[src/rtl/store_buffer_pkg.sv]
// Shared DM access codes, store-buffer entry layout and the helper that
// turns a store request into a lane-aligned entry.
package store_buffer_pkg;

  typedef logic [2:0] dm_op_t;

  localparam dm_op_t DM_w  = 3'd0;
  localparam dm_op_t DM_h  = 3'd1;
  localparam dm_op_t DM_hu = 3'd2;
  localparam dm_op_t DM_b  = 3'd3;
  localparam dm_op_t DM_bu = 3'd4;

  typedef struct packed {
    logic [29:0] waddr;
    logic [3:0]  be;
    logic [31:0] data;
  } sb_entry_t;

  // Data is replicated across lanes so the entry can be written as-is.
  function automatic sb_entry_t make_entry(input dm_op_t op, input logic [31:0] addr,
                                           input logic [31:0] wdata);
    sb_entry_t e;
    e.waddr = addr[31:2];
    case (op)
      DM_h, DM_hu: begin
        e.be   = addr[1] ? 4'b1100 : 4'b0011;
        e.data = {2{wdata[15:0]}};
      end
      DM_b, DM_bu: begin
        e.be   = 4'b0001 << addr[1:0];
        e.data = {4{wdata[7:0]}};
      end
      default: begin
        e.be   = 4'b1111;
        e.data = wdata;
      end
    endcase
    return e;
  endfunction

endpackage

[src/rtl/store_buffer_if.sv]
// Pipeline-side and DM-side signals of the store buffer.
// Handshake: an operation with mem_valid=1 is taken at the rising edge unless
// stall=1, in which case the pipeline holds all mem_* inputs unchanged.
interface store_buffer_if;
  import store_buffer_pkg::*;

  logic        mem_valid;
  logic        mem_we;
  dm_op_t      mem_op;
  logic [31:0] mem_addr;
  logic [31:0] mem_wdata;
  logic [31:0] mem_rdata;
  logic        stall;
  logic        addr_err;
  logic        empty;
  logic        dm_ready;
  logic [31:0] dm_addr;
  logic        dm_we;
  logic [3:0]  dm_be;
  logic [31:0] dm_wdata;
  logic [31:0] dm_rdata;

  modport slave (
    input  mem_valid, mem_we, mem_op, mem_addr, mem_wdata, dm_ready, dm_rdata,
    output mem_rdata, stall, addr_err, empty, dm_addr, dm_we, dm_be, dm_wdata
  );

  modport master (
    output mem_valid, mem_we, mem_op, mem_addr, mem_wdata, dm_ready, dm_rdata,
    input  mem_rdata, stall, addr_err, empty, dm_addr, dm_we, dm_be, dm_wdata
  );

endinterface

[src/rtl/store_buffer_load_ext.sv]
// Selects the addressed byte/halfword of a merged load word and applies
// sign or zero extension.
module store_buffer_load_ext
  import store_buffer_pkg::*;
(
  input  logic [31:0] word,
  input  logic [1:0]  addr_lo,
  input  dm_op_t      op,
  output logic [31:0] result
);

  logic [15:0] half;
  logic [7:0]  byte_v;

  always_comb begin
    half   = addr_lo[1] ? word[31:16] : word[15:0];
    byte_v = word[8*addr_lo +: 8];
    result = '0;
    case (op)
      DM_w:    result = word;
      DM_h:    result = {{16{half[15]}}, half};
      DM_hu:   result = {16'h0000, half};
      DM_b:    result = {{24{byte_v[7]}}, byte_v};
      DM_bu:   result = {24'h000000, byte_v};
      default: result = '0;
    endcase
  end

endmodule

[src/rtl/store_buffer.sv]
// In-order posted-store FIFO in front of the data memory; loads read the DM
// in the same cycle and merge any younger bytes still waiting in the FIFO.
module store_buffer
  import store_buffer_pkg::*;
#(
  parameter int DEPTH = 2
) (
  input logic         clk,
  input logic         reset,
  store_buffer_if.slave bus
);

  localparam int PW = $clog2(DEPTH);
  localparam int CW = PW + 1;

  sb_entry_t         fifo_q [DEPTH];
  logic [PW-1:0]     head_q, tail_q;
  logic [CW-1:0]     count_q;

  sb_entry_t         head;
  logic              op_known, load_req, is_load, is_store, load_go;
  logic              full, drain, push;
  logic [31:0]       merged, ext;

  assign head     = fifo_q[head_q];
  assign op_known = (bus.mem_op <= DM_bu);
  assign bus.addr_err = bus.mem_valid &&
                        (((bus.mem_op == DM_w) && (bus.mem_addr[1:0] != 2'b00)) ||
                         (((bus.mem_op == DM_h) || (bus.mem_op == DM_hu)) && bus.mem_addr[0]));

  assign load_req = bus.mem_valid && !bus.mem_we && !bus.addr_err;
  assign is_load  = load_req && op_known;
  assign is_store = bus.mem_valid && bus.mem_we && !bus.addr_err && op_known;
  assign load_go  = is_load && bus.dm_ready;

  assign bus.empty = (count_q == '0);
  assign full      = (count_q == CW'(DEPTH));
  // Reset suppresses the drain so no pending entry reaches the DM.
  assign drain     = !reset && !bus.empty && bus.dm_ready && !load_req;
  assign push      = is_store && (!full || drain);
  assign bus.stall = !reset && ((is_store && full && !drain) || (is_load && !bus.dm_ready));

  always_comb begin
    bus.dm_we    = 1'b0;
    bus.dm_be    = 4'b0000;
    bus.dm_addr  = '0;
    bus.dm_wdata = '0;
    if (load_go) begin
      bus.dm_addr = {bus.mem_addr[31:2], 2'b00};
    end else if (drain) begin
      bus.dm_we    = 1'b1;
      bus.dm_be    = head.be;
      bus.dm_addr  = {head.waddr, 2'b00};
      bus.dm_wdata = head.data;
    end
  end

  // Walk oldest to youngest so the youngest matching byte lands last.
  always_comb begin
    merged = bus.dm_rdata;
    for (int i = 0; i < DEPTH; i++) begin
      if ((CW'(i) < count_q) && (fifo_q[head_q + PW'(i)].waddr == bus.mem_addr[31:2])) begin
        for (int b = 0; b < 4; b++) begin
          if (fifo_q[head_q + PW'(i)].be[b])
            merged[8*b +: 8] = fifo_q[head_q + PW'(i)].data[8*b +: 8];
        end
      end
    end
  end

  store_buffer_load_ext u_load_ext (
    .word    (merged),
    .addr_lo (bus.mem_addr[1:0]),
    .op      (bus.mem_op),
    .result  (ext)
  );

  assign bus.mem_rdata = load_go ? ext : 32'h0000_0000;

  always_ff @(posedge clk) begin
    if (reset) begin
      head_q  <= '0;
      tail_q  <= '0;
      count_q <= '0;
    end else begin
      if (push)  tail_q <= tail_q + PW'(1);
      if (drain) head_q <= head_q + PW'(1);
      count_q <= count_q + CW'(push) - CW'(drain);
    end
  end

  always_ff @(posedge clk) begin
    if (push) fifo_q[tail_q] <= make_entry(bus.mem_op, bus.mem_addr, bus.mem_wdata);
  end

endmodule
[src/flat_wrapper.sv]
// flat-port wrapper written by rule: the top's interface ports become plain ports
module store_buffer_flat import store_buffer_pkg::*;
#(
  parameter int DEPTH = 2
)
  (clk, reset, bus_mem_valid, bus_mem_we, bus_mem_op, bus_mem_addr, bus_mem_wdata, bus_dm_ready, bus_dm_rdata, bus_mem_rdata, bus_stall, bus_addr_err, bus_empty, bus_dm_addr, bus_dm_we, bus_dm_be, bus_dm_wdata);
  store_buffer_if bus_i ();
  input logic clk;
  input logic reset;
  input wire logic [$bits(bus_i.mem_valid)-1:0] bus_mem_valid;
  input wire logic [$bits(bus_i.mem_we)-1:0] bus_mem_we;
  input wire logic [$bits(bus_i.mem_op)-1:0] bus_mem_op;
  input wire logic [$bits(bus_i.mem_addr)-1:0] bus_mem_addr;
  input wire logic [$bits(bus_i.mem_wdata)-1:0] bus_mem_wdata;
  input wire logic [$bits(bus_i.dm_ready)-1:0] bus_dm_ready;
  input wire logic [$bits(bus_i.dm_rdata)-1:0] bus_dm_rdata;
  output wire logic [$bits(bus_i.mem_rdata)-1:0] bus_mem_rdata;
  output wire logic [$bits(bus_i.stall)-1:0] bus_stall;
  output wire logic [$bits(bus_i.addr_err)-1:0] bus_addr_err;
  output wire logic [$bits(bus_i.empty)-1:0] bus_empty;
  output wire logic [$bits(bus_i.dm_addr)-1:0] bus_dm_addr;
  output wire logic [$bits(bus_i.dm_we)-1:0] bus_dm_we;
  output wire logic [$bits(bus_i.dm_be)-1:0] bus_dm_be;
  output wire logic [$bits(bus_i.dm_wdata)-1:0] bus_dm_wdata;
  assign bus_i.mem_valid = bus_mem_valid;
  assign bus_i.mem_we = bus_mem_we;
  assign bus_i.mem_op = bus_mem_op;
  assign bus_i.mem_addr = bus_mem_addr;
  assign bus_i.mem_wdata = bus_mem_wdata;
  assign bus_i.dm_ready = bus_dm_ready;
  assign bus_i.dm_rdata = bus_dm_rdata;
  assign bus_mem_rdata = bus_i.mem_rdata;
  assign bus_stall = bus_i.stall;
  assign bus_addr_err = bus_i.addr_err;
  assign bus_empty = bus_i.empty;
  assign bus_dm_addr = bus_i.dm_addr;
  assign bus_dm_we = bus_i.dm_we;
  assign bus_dm_be = bus_i.dm_be;
  assign bus_dm_wdata = bus_i.dm_wdata;
  store_buffer #(.DEPTH(DEPTH)) u_core (.clk(clk), .reset(reset), .bus(bus_i));
endmodule
[config.mk]
export PLATFORM = sky130hd
export DESIGN_NAME = store_buffer_flat
export DESIGN_NICKNAME = d
export VERILOG_FILES = /design/src/rtl/store_buffer_pkg.sv /design/src/rtl/store_buffer_if.sv /design/src/rtl/store_buffer_load_ext.sv /design/src/rtl/store_buffer.sv /design/src/flat_wrapper.sv
export SDC_FILE = /design/constraint.sdc
export NUM_CORES = 1
export LEC_CHECK = 0
export ABC_AREA = 1
export CAP_MARGIN = 20
export CORE_MARGIN = 10
export CORE_UTILIZATION = 48
export CTS_CLUSTER_DIAMETER = 200
export CTS_CLUSTER_SIZE = 28
export DETAILED_ROUTE_END_ITERATION = 12
export PLACE_DENSITY = 0.8
export SLEW_MARGIN = 40
export SYNTH_ARGS = -nofsm -noshare
export SYNTH_HDL_FRONTEND = slang
export SYNTH_SLANG_ARGS = --single-unit
[constraint.sdc]
create_clock -name clk -period 5 [get_ports clk]
set_input_delay 0.75 -clock clk [delete_from_list [all_inputs] [get_ports clk]]
set_output_delay 0.75 -clock clk [all_outputs]
set_load 0.02 [all_outputs]
; Word-level counts from Yosys, hierarchy flattened
; Memory sizes are Yosys's and may differ from the RTL's. A register that Yosys moved wholly into a read port is not among the register bits.
; Index checks and enable logic that the tools add are counted.
[totals]
regBits = 4
ramBits = 132
inputBits = 104
mem_count = 1
[mem_list]
columns = name, words, word_bits, read_ports, rd_clocked_by_memory_dff, wr, line_no
row1 = u_core.fifo_q, 2, 66, 2, 1, 1, store_buffer.sv:16  ; sb_entry_t fifo_q [DEPTH];
[classes]
add_sub_neg = 4
n_lt_le_gt_ge = 3
eq_ne = 7
shift = 2
n_mux = 28
reduce_logical = 37
[ops]
columns = op, n
row1 = $mux W32, 7
row2 = $pmux W32 S5, 1
row3 = $pmux W36 S2, 1
row4 = $mux W8, 8
row5 = $eq A30 B30 Y1, 2
row6 = $mux W36, 1
row7 = $shiftx A32 B6 Y8, 1
row8 = $logic_and A1 B1 Y1, 20
row9 = $mux W16, 1
row10 = $mux W4, 3
row11 = $logic_not A1 Y1, 8
row12 = $eq A3 B2 Y1 const B, 2
row13 = $mux W1, 6
row14 = $logic_or A1 B1 Y1, 4
row15 = $lt A1 B2 Y1 const A, 2
row16 = $reduce_or A2 Y1, 2
row17 = $shl A1 B2 Y4 const A, 1
row18 = $eq A3 B1 Y1 const B, 1
row19 = $eq A3 B3 Y1 const B, 1
row20 = $le A3 B3 Y1 const B, 1
row21 = $logic_not A3 Y1, 1
row22 = $add A1 B1 Y1 const B, 2
row23 = $add A2 B1 Y2, 1
row24 = $eq A2 B2 Y1 const B, 1
row25 = 3 further kinds, 3

; Longest topological paths before layout
; Gate-level depths: netlist of the first run.
[depth]
word_depth = 13
depth_mapped = 25
depth_no_buf = 21

; Hierarchy
; A second synthesis of the first run with hierarchy kept.
[hier_totals]
hier_cells = 1607
area_unflattened_um2 = 10478.8
[modules_own_cells]
columns = mod, n_inst, cells_per_inst, area_each_um2, seq_area_each_um2
row1 = store_buffer, 1, 1375, 9474.1, 4063.9
row2 = store_buffer_load_ext, 1, 232, 1004.7, 0.0

; Least setup slack after synthesis of the first run
; No wires, ideal clock.
[synth_path]
path_type = in2reg
startpoint = in bus_mem_op[1]
endpoint = mem u_core.fifo_q[1][0] (netlist bit), enable pin
setup_ns = 0.492
t_arrival_ns = 4.916
slack_ns = -0.408
stages = 11
cell_sequence = nor2_1 inv_1 nor2_1 inv_1 o21ai_0 nand4_1 nand3b_1 nand2_1 a31oi_1 inv_1 nor2_1
[synth_between]
elab_chain_cells = 13
elab_cells_between_ends = 19
classes_between = order compare (1) / eq/ne (2) / mux (2) / reduce/logical (14)
[synth_lines]
columns = element, line_no
row1 = start: declaration, flat_wrapper.sv:12  ; input wire logic [$bits(bus_i.mem_op)-1:0] bus_mem_op;
row2 = $eq A3 B1 Y1 / $eq A3 B2 Y1 (equally long branches), store_buffer.sv:29  ; (((bus.mem_op == DM_h) || (bus.mem_op == DM_hu)) && bus.mem_addr[0]));
row3 = $logic_or A1 B1 Y1, store_buffer.sv:29
row4 = $logic_and A1 B1 Y1, store_buffer.sv:29
row5 = $logic_or A1 B1 Y1, store_buffer.sv:28  ; (((bus.mem_op == DM_w) && (bus.mem_addr[1:0] != 2'b00)) ||
row6 = $logic_and A1 B1 Y1, store_buffer.sv:27  ; assign bus.addr_err = bus.mem_valid &&
row7 = $logic_not A1 Y1, "store_buffer.sv:31, store_buffer.sv:33"
row8 = $logic_and A1 B1 Y1, store_buffer.sv:31  ; assign load_req = bus.mem_valid && !bus.mem_we && !bus.addr_err;
row9 = $logic_not A1 Y1, store_buffer.sv:39  ; assign drain = !reset && !bus.empty && bus.dm_ready && !load_req;
row10 = $logic_and A1 B1 Y1, store_buffer.sv:39
row11 = $logic_or A1 B1 Y1, store_buffer.sv:40  ; assign push = is_store && (!full || drain);
row12 = $logic_and A1 B1 Y1 (*), store_buffer.sv:40
row13 = net u_core.push, store_buffer.sv:22  ; logic full, drain, push;
row14 = $mux W1 (*), store_buffer.sv:93  ; if (push) fifo_q[tail_q] <= make_entry(bus.mem_op, bus.mem_addr, bus.mem_wdata);
row15 = $mux W1 (not written as such) (*), store_buffer.sv:93
row16 = end: declaration, store_buffer.sv:16
; Mark *: on every way through the listed nets, which the timed path passes. The rest lies on a longest branch.

; Worst setup path in the final report of the first run
[layout_path]
startpoint = in bus_mem_addr[27]
endpoint = out bus_mem_rdata[3]
[layout_between]
elab_chain_cells = 8
elab_cells_between_ends = 14
classes_between = eq/ne (2) / shift (1) / mux (9) / reduce/logical (2)
[layout_lines]
columns = element, line_no
row1 = start: declaration, flat_wrapper.sv:13  ; input wire logic [$bits(bus_i.mem_addr)-1:0] bus_mem_addr;
row2 = $eq A30 B30 Y1, store_buffer.sv:62  ; if ((CW'(i) < count_q) && (fifo_q[head_q + PW'(i)].waddr == bus.mem_addr[31:2])) begin
row3 = $logic_and A1 B1 Y1, store_buffer.sv:62
row4 = $mux W32, store_buffer.sv:62
row5 = $mux W8, store_buffer.sv:64  ; if (fifo_q[head_q + PW'(i)].be[b])
row6 = $mux W32 (*), store_buffer.sv:62
row7 = $shiftx A32 B6 Y8 / $mux W16 (equally long branches), "store_buffer_load_ext.sv:17, store_buffer_load_ext.sv:16"
row8 = $pmux W32 S5 (*), store_buffer_load_ext.sv:19  ; case (op)
row9 = $mux W32 (*), store_buffer.sv:78  ; assign bus.mem_rdata = load_go ? ext : 32'h0000_0000;
row10 = end: declaration, flat_wrapper.sv:17  ; output wire logic [$bits(bus_i.mem_rdata)-1:0] bus_mem_rdata;
; Mark *: on every way between the ends. The rest lies on a longest branch, timed or not.

==> metrics.md, run 1 <==
| Metric | Value |
|---|---|
| Compound-Gate Fraction of Synth Area | `9.86%` |
| Worst Skew | `7.68 ps` |
| CP dominant cell by count | `nand2_1` |
| Worst setup SP type | `primary input` |
| Layout area overhead | `29.9%` |
| Post-route core utilization | `a little over three fifths` |
| Worst skew pair latency | `around 430 ps` |
| Final ANT Viol Nets | `0` |
| Routed via count | `between 10000 and 15000` |
| Largest family of logic cells by synthesized area | `simple AND/OR/NAND/NOR gates` |
| Site Rows | `54` |
| Number of setup buffers added after CTS | `0` |
| Leak pwr | `roughly 6.5 nW` |
| Mux cell area share after synthesis | `0.379%` |
| First-pass GRT wire length | `62400 um` |
| Pwr dens | `between 200 and 250 nW/um^2` |
| Initial antenna violation count | `2` |
| Post-synth EDFFs | `about 130` |
| Placed cell area | `between 10000 and 15000 um^2` |
| Placed insts | `approximately 2100` |
| Synth Register Bits | `approximately 140` |
| CTS root buffer | `clkbuf_16` |
| Nets | `1922` |
| Max clock buf depth | `2` |
| Largest net degree at the start of global routing | `87` |
| Most common cell after layout, fill and taps aside | `nand2_1` |
| Total power | `approximately 3.4 mW` |
| Crit. End Element | `output pin` |
| Period utilisation layout | `a little over nine tenths` |
| Post-route insts no fill | `2109` |
| CP peak stage delay | `approximately 670 ps` |
| GPL Wtd Cong | `roughly 0.99` |
| Simple-Gate Fraction of Synth Area | `40.3%` |
| Hold crit path type | `flip-flop to flip-flop` |
| Mean Syn Cell Area | `approximately 6.6 um^2` |
| WS Path Type | `primary input to output pin` |
| Fin area | `between 10000 and 15000 um^2` |
| Ports | `between 200 and 250` |
| Iteration-0 DRC Markers | `1646` |
| Pins Over Slew Limit | `0` |
| Routed WL per cell | `between 15 and 20 um` |
| Post-Synthesis Cells | `about 1600` |
| Hpwl dp | `31100 um` |
| Worst slew pin tran | `between 700 and 800 ps` |
| Unique masters post-synth | `40` |
| Core Footprint | `21800 um^2` |
| Die width | `between 150 and 200 um` |
| Seq/Total Area, Yosys | `between 30% and 40%` |
| Slew margin rel. | `a little over half` |
| Status | `finished, final reports clean` |
| Post-Route WL | `between 40000 and 50000 um` |
| Vias in the first global route | `11300` |
| Synth Area in XOR/XNOR | `less than 1%` |
| Port Buffers | `a little over 200` |
| TritonCTS clock tree | `built` |
| Post-Syn Area | `between 10000 and 15000 um^2` |
| Clock buffer count from CTS | `17` |
| Fraction of registers with async set/reset | `0%` |
| Most frequent cells in the layout | `nand2_1, clkdlybuf4s50_1, inv_1` |
| Die Y | `between 150 and 200 um` |
| H-tree levels | `4` |
| Warnings, synthesis | `0` |
| Fin Setup TNS | `0 ps` |
| Max Cap Viol | `0` |
| Post-synthesis adder-cell area fraction | `less than 1%` |
| CP max-delay cell | `clkdlybuf4s50_1` |
| 1st-pass router iterations | `8` |
| CTS clock-pin slew for the worst setup and hold paths | `roughly 60 ps` |
| CP arrival | `4100 ps` |
| CTS Sinks | `137` |
| Initial Utilization | `approximately half` |
| Crit-path max FO | `16` |
| Die Area | `28300 um^2` |
| Total gr overflow | `0` |
| Post-route DRC violation count | `0` |
| Via density | `5.68` |
| Worst path required time | `4250 ps` |
| RSZ-0062 raised after global routing | `no` |
| Layout cells sized above 1 | `under 10%` |
| GRT Overall Usage | `around 28%` |
| Final setup violation count | `0` |
| Predominant post-synthesis flop cell | `edfxtp_1` |
| CP Cell Sequence | `clkdlybuf4s50_1 -> inv_1 -> nand3_1 -> nand2_1 -> nor2_1 -> nand2_1 -> nor2_1 -> nand2_1 -> nor2_4 -> nand2_2 -> o211ai_1 -> nand3_1 -> a31oi_1 -> clkdlybuf4s50_1` |
| Final Hold Vio Count | `0` |
| Max Clock Freq | `slightly above 200 MHz` |
| Worst vdd ir | `roughly 0.00024 V` |
| Tmin final | `about 4900 ps` |
metrics by stage:
stage / setup slack, ps / hold slack (ps)
2_1_floorplan: 691 / 498
3_3_place_gp: 115 / 531
3_5_place_dp: 176 / 538
4_1_cts: 154 / 545
5_1_grt: 0.516 / 582
6_report: 150 / 541
worst max-delay path: cells and delay by family:
kind	cells	cell delay, ps
buffers and inverters	3	1320
AND/OR/NAND/NOR	9	1390
AO/OA/AOI/OAI	2	620
cell type report:
type | count | area (um^2)
Clock buffer | 20 | 437
Timing Repair Buffer | 251 | 2530
Sequential cell | 137 | 4070
Inverter | 201 | 763
Fill cell | 1948 | 8050
Clock inverter | 10 | 153
Antenna cell | 2 | 5.00
Tap cell | 280 | 350
Multi-Input combinational cell | 1208 | 5400
cell usage after synthesis (all sizes together), types with 5 or more instances:
cell     number  area, um^2
o2111ai       7        61.3
nand4        15         100
o21ai       107         536
edfxtp      132        3960
inv         201         757
nor2        138         541
clkbuf       34         128
o211ai       28         230
buf          30         230
nand2       662        2490
nand3       191        1040
a21oi        29         164
dfxtp         5         100
worst paths after layout:
| check | start | slack, ps | cells past startpoint | endpoint |
|---|---|---|---|---|
| max | bus_mem_addr[27] | 150 | 14 | bus_mem_rdata[3] |
| min | u_core.tail_q | 540 | 2 | u_core.tail_q |
| max reg2reg | u_core.count_q[1] | 2070 | 8 | u_core.fifo_q[1][30] |
| min reg2reg | u_core.tail_q | 540 | 2 | u_core.tail_q |
power by group:
part	total [mW]	switching, mW	internal (mW)
Sequential	1.33	0.0180	1.31
Combinational	0.760	0.490	0.271
Clock	1.31	0.488	0.824
Total	3.40	0.996	2.40
kinds of logic (layout without fill, tap and decap cells):
group,count (synthesis),count (layout)
mux,4,4
xor+xnor,1,1
fa+ha+maj,2,2
other cells,1,4
compound gates,179,179
flops,137,137
simple gates,1020,1020
buf+inv,265,482
per-layer routing:
metal | track usage, % | wire length (um) | vias to the layer above
met5 | 0 | 0 | -
met4 | 12.6 | 1460 | 0
met3 | 7.40 | 5110 | 101
met2 | 43.7 | 18900 | 755
met1 | 35.6 | 15700 | 5495
li1 | - | - | 5622
state kept, by name, summed over array words and instances (netlist names), named ones only:
signal	flops
u_core.head_q	1
u_core.fifo_q	132
u_core.count_q	2
u_core.tail_q	1
what timing repair did:
action,4_1_cts,5_1_grt
hold endpoints to repair,0,0
setup endpoints to repair,0,20
gates resized for setup,0,10
hold buffers,0,0
Note: power is estimated with default switching activity, not from simulation.
==> run 2, diff against run 1 <==
--- a/config.mk
+++ b/config.mk
@@ -6,6 +6,7 @@
 export NUM_CORES = 1
 export LEC_CHECK = 0
 export ABC_AREA = 1
+export ABC_CLOCK_PERIOD_IN_PS = 4200
 export CAP_MARGIN = 20
 export CORE_MARGIN = 10
 export CORE_UTILIZATION = 48
==> constraint.sdc (replaced) <==
create_clock -name clk -period 4.2 [get_ports clk]
set_input_delay 0.63 -clock clk [delete_from_list [all_inputs] [get_ports clk]]
set_output_delay 0.63 -clock clk [all_outputs]
set_load 0.02 [all_outputs]
==> metrics.md, run 2 (synthesis gave the netlist of run 1 again) <==
| Metric | Value |
|---|---|
| Status | `finished, final reports clean` |
| Max clock buf depth | `2` |
| CP peak stage delay | `560 ps` |
| Post-route core utilization | `about 67%` |
| Post-route DRC violation count | `0` |
| Initial Utilization | `around half` |
| First-pass GRT wire length | `64300 um` |
| Ports | `around 210` |
| Nets | `between 2000 and 2500` |
| Worst skew pair latency | `430 ps` |
| Worst slew pin tran | `between 800 and 900 ps` |
| Final ANT Viol Nets | `0` |
| Final Hold Vio Count | `0` |
| Routed WL per cell | `approximately 20 um` |
| 1st-pass router iterations | `9` |
| CTS root buffer | `clkbuf_16` |
| Worst path required time | `between 3000 and 4000 ps` |
| H-tree levels | `4` |
| Fillers | `about 1800` |
| Period utilisation layout | `a little over nine tenths` |
| Hold Path Origin | `bus_mem_addr[20]` |
| Initial antenna violation count | `2` |
| Core Footprint | `~22000 um^2` |
| Die Y | `around 170 um` |
| Total power | `about 4.1 mW` |
| Worst vdd ir | `0.000297 V` |
| Largest net degree at the start of global routing | `72` |
| GPL Wtd Cong | `between 0.9 and 1` |
| Port Buffers | `between 200 and 250` |
| Hold crit path type | `primary input to flip-flop` |
| Final setup violation count | `0` |
| Worst Skew | `7.40 ps` |
| TritonCTS clock tree | `built` |
| Site Rows | `54` |
| Largest reg by FF count | `u_core.fifo_q` |
| Biggest regs | `u_core.fifo_q (132), u_core.count_q (2)` |
| Pins Over Slew Limit | `0` |
| Total gr overflow | `0` |
| CTS clock-pin slew for the worst setup and hold paths | `60 ps` |
| Layout cells sized above 1 | `14.4%` |
| CP arrival | `roughly 3500 ps` |
| Most common cell after layout, fill and taps aside | `nand2_1` |
| Hold Slack | `roughly 530 ps` |
| Slew margin rel. | `a little under half` |
| Fin area | `~15000 um^2` |
| Die Area | `between 20000 and 30000 um^2` |
| CP Cell Sequence | `clkdlybuf4s50_1 -> inv_1 -> nand2_1 -> nand2_1 -> nor2_1 -> nand2_1 -> nor2_1 -> nand2_1 -> nor2_4 -> nand4_1 -> nand3_1 -> nand2_1 -> nand2_1 -> nand3_4 -> buf_4 -> a21oi_2 -> clkbuf_2` |
| Pwr dens | `roughly 280 nW/um^2` |
| Clock buffer count from CTS | `17` |
| Crit Reg-Reg Startpoint | `u_core.count_q[1]` |
| Post-route insts no fill | `2226` |
| CP dominant cell by count | `nand2_1` |
| CP max-delay cell | `clkdlybuf4s50_1` |
| GRT Overall Usage | `roughly 29%` |
| Post-Route WL | `43400 um` |
| WS Path Type | `primary input to output pin` |
| Fin Setup TNS | `0 ps` |
| Via density | `5.66` |
| Crit. End Element | `output pin` |
| Max Clock Freq | `242 MHz` |
| Number of flip-flops in the largest register | `132` |
| Routed via count | `around 13000` |
| Vias in the first global route | `~12000` |
| Placed cell area | `around 14000 um^2` |
| Reg2reg setup slack | `roughly 1700 ps` |
| Crit-path max FO | `7` |
| Die width | `168 um` |
| Pre-CTS WS | `-346 ps` |
| PnR worst setup slack | `~61 ps` |
| CP startpoint | `bus_mem_addr[17]` |
| Worst setup SP type | `primary input` |
| CTS Sinks | `137` |
| Placed insts | `2174` |
| Leak pwr | `7.49 nW` |
| Iteration-0 DRC Markers | `1906` |
| Most frequent cells in the layout | `nand2_1, inv_1, nand3_1` |
| Max Cap Viol | `0` |
| Tmin final | `a little over 4000 ps` |
| Layout area overhead | `38.9%` |
| Hpwl dp | `31700 um` |
[run 2: layer usage]
| metal | part of all wire, % | routed length [um] | vias up | global-route usage [%] |
|---|---|---|---|---|
| li1 | - | - | 5868 | - |
| met1 | 39 | 16800 | 5674 | 37.3 |
| met2 | 45 | 19500 | 912 | 44.2 |
| met3 | 12 | 5380 | 148 | 7.01 |
| met4 | 4.1 | 1770 | 0 | 12.1 |
| met5 | 0 | 0 | - | 0 |
[run 2: cell type report]
| type | instances | area, um^2 | share of cell area, % |
|---|---|---|---|
| Multi-Input combinational cell | 1208 | 5460 | 37.2 |
| Sequential cell | 137 | 4070 | 27.8 |
| Timing Repair Buffer | 365 | 3410 | 23.3 |
| Inverter | 201 | 776 | 5.29 |
| Clock buffer | 18 | 429 | 2.93 |
| Tap cell | 280 | 350 | 2.39 |
| Clock inverter | 14 | 155 | 1.06 |
| Timing Repair inverter | 1 | 8.76 | 0.0597 |
| Antenna cell | 2 | 5.00 | 0.0341 |
[run 2: worst max-delay path, delay by kind of cell]
| kind | cells | cell delay, ps |
|---|---|---|
| AOI/OAI and AO/OA | 1 | 200 |
| buffers and inverters | 4 | 1050 |
| and+or+nand+nor | 12 | 1620 |
[run 2: repair_timing]
| item | 4_1_cts | 5_1_grt |
|---|---|---|
| pin swaps | 0 | 2 |
| resized for setup | 38 | 117 |
| hold buffers | 0 | 0 |
| cloned | 1 | 5 |
| buffers inserted | 0 | 12 |
| setup endpoints to repair | 32 | 56 |
[run 2: power breakdown]
group	switching, mW	internal (mW)	total (mW)
Combinational	0.610	0.384	0.995
Sequential	0.0221	1.56	1.58
Clock	0.619	0.925	1.54
[run 2: worst paths after layout]
check                                             to  cells after the start
worst min-delay path            u_core.fifo_q[0][54]                      1
worst max register to register  u_core.fifo_q[0][59]                      8
worst min register to register         u_core.tail_q                      2
worst max-delay path               bus_mem_rdata[12]                     17
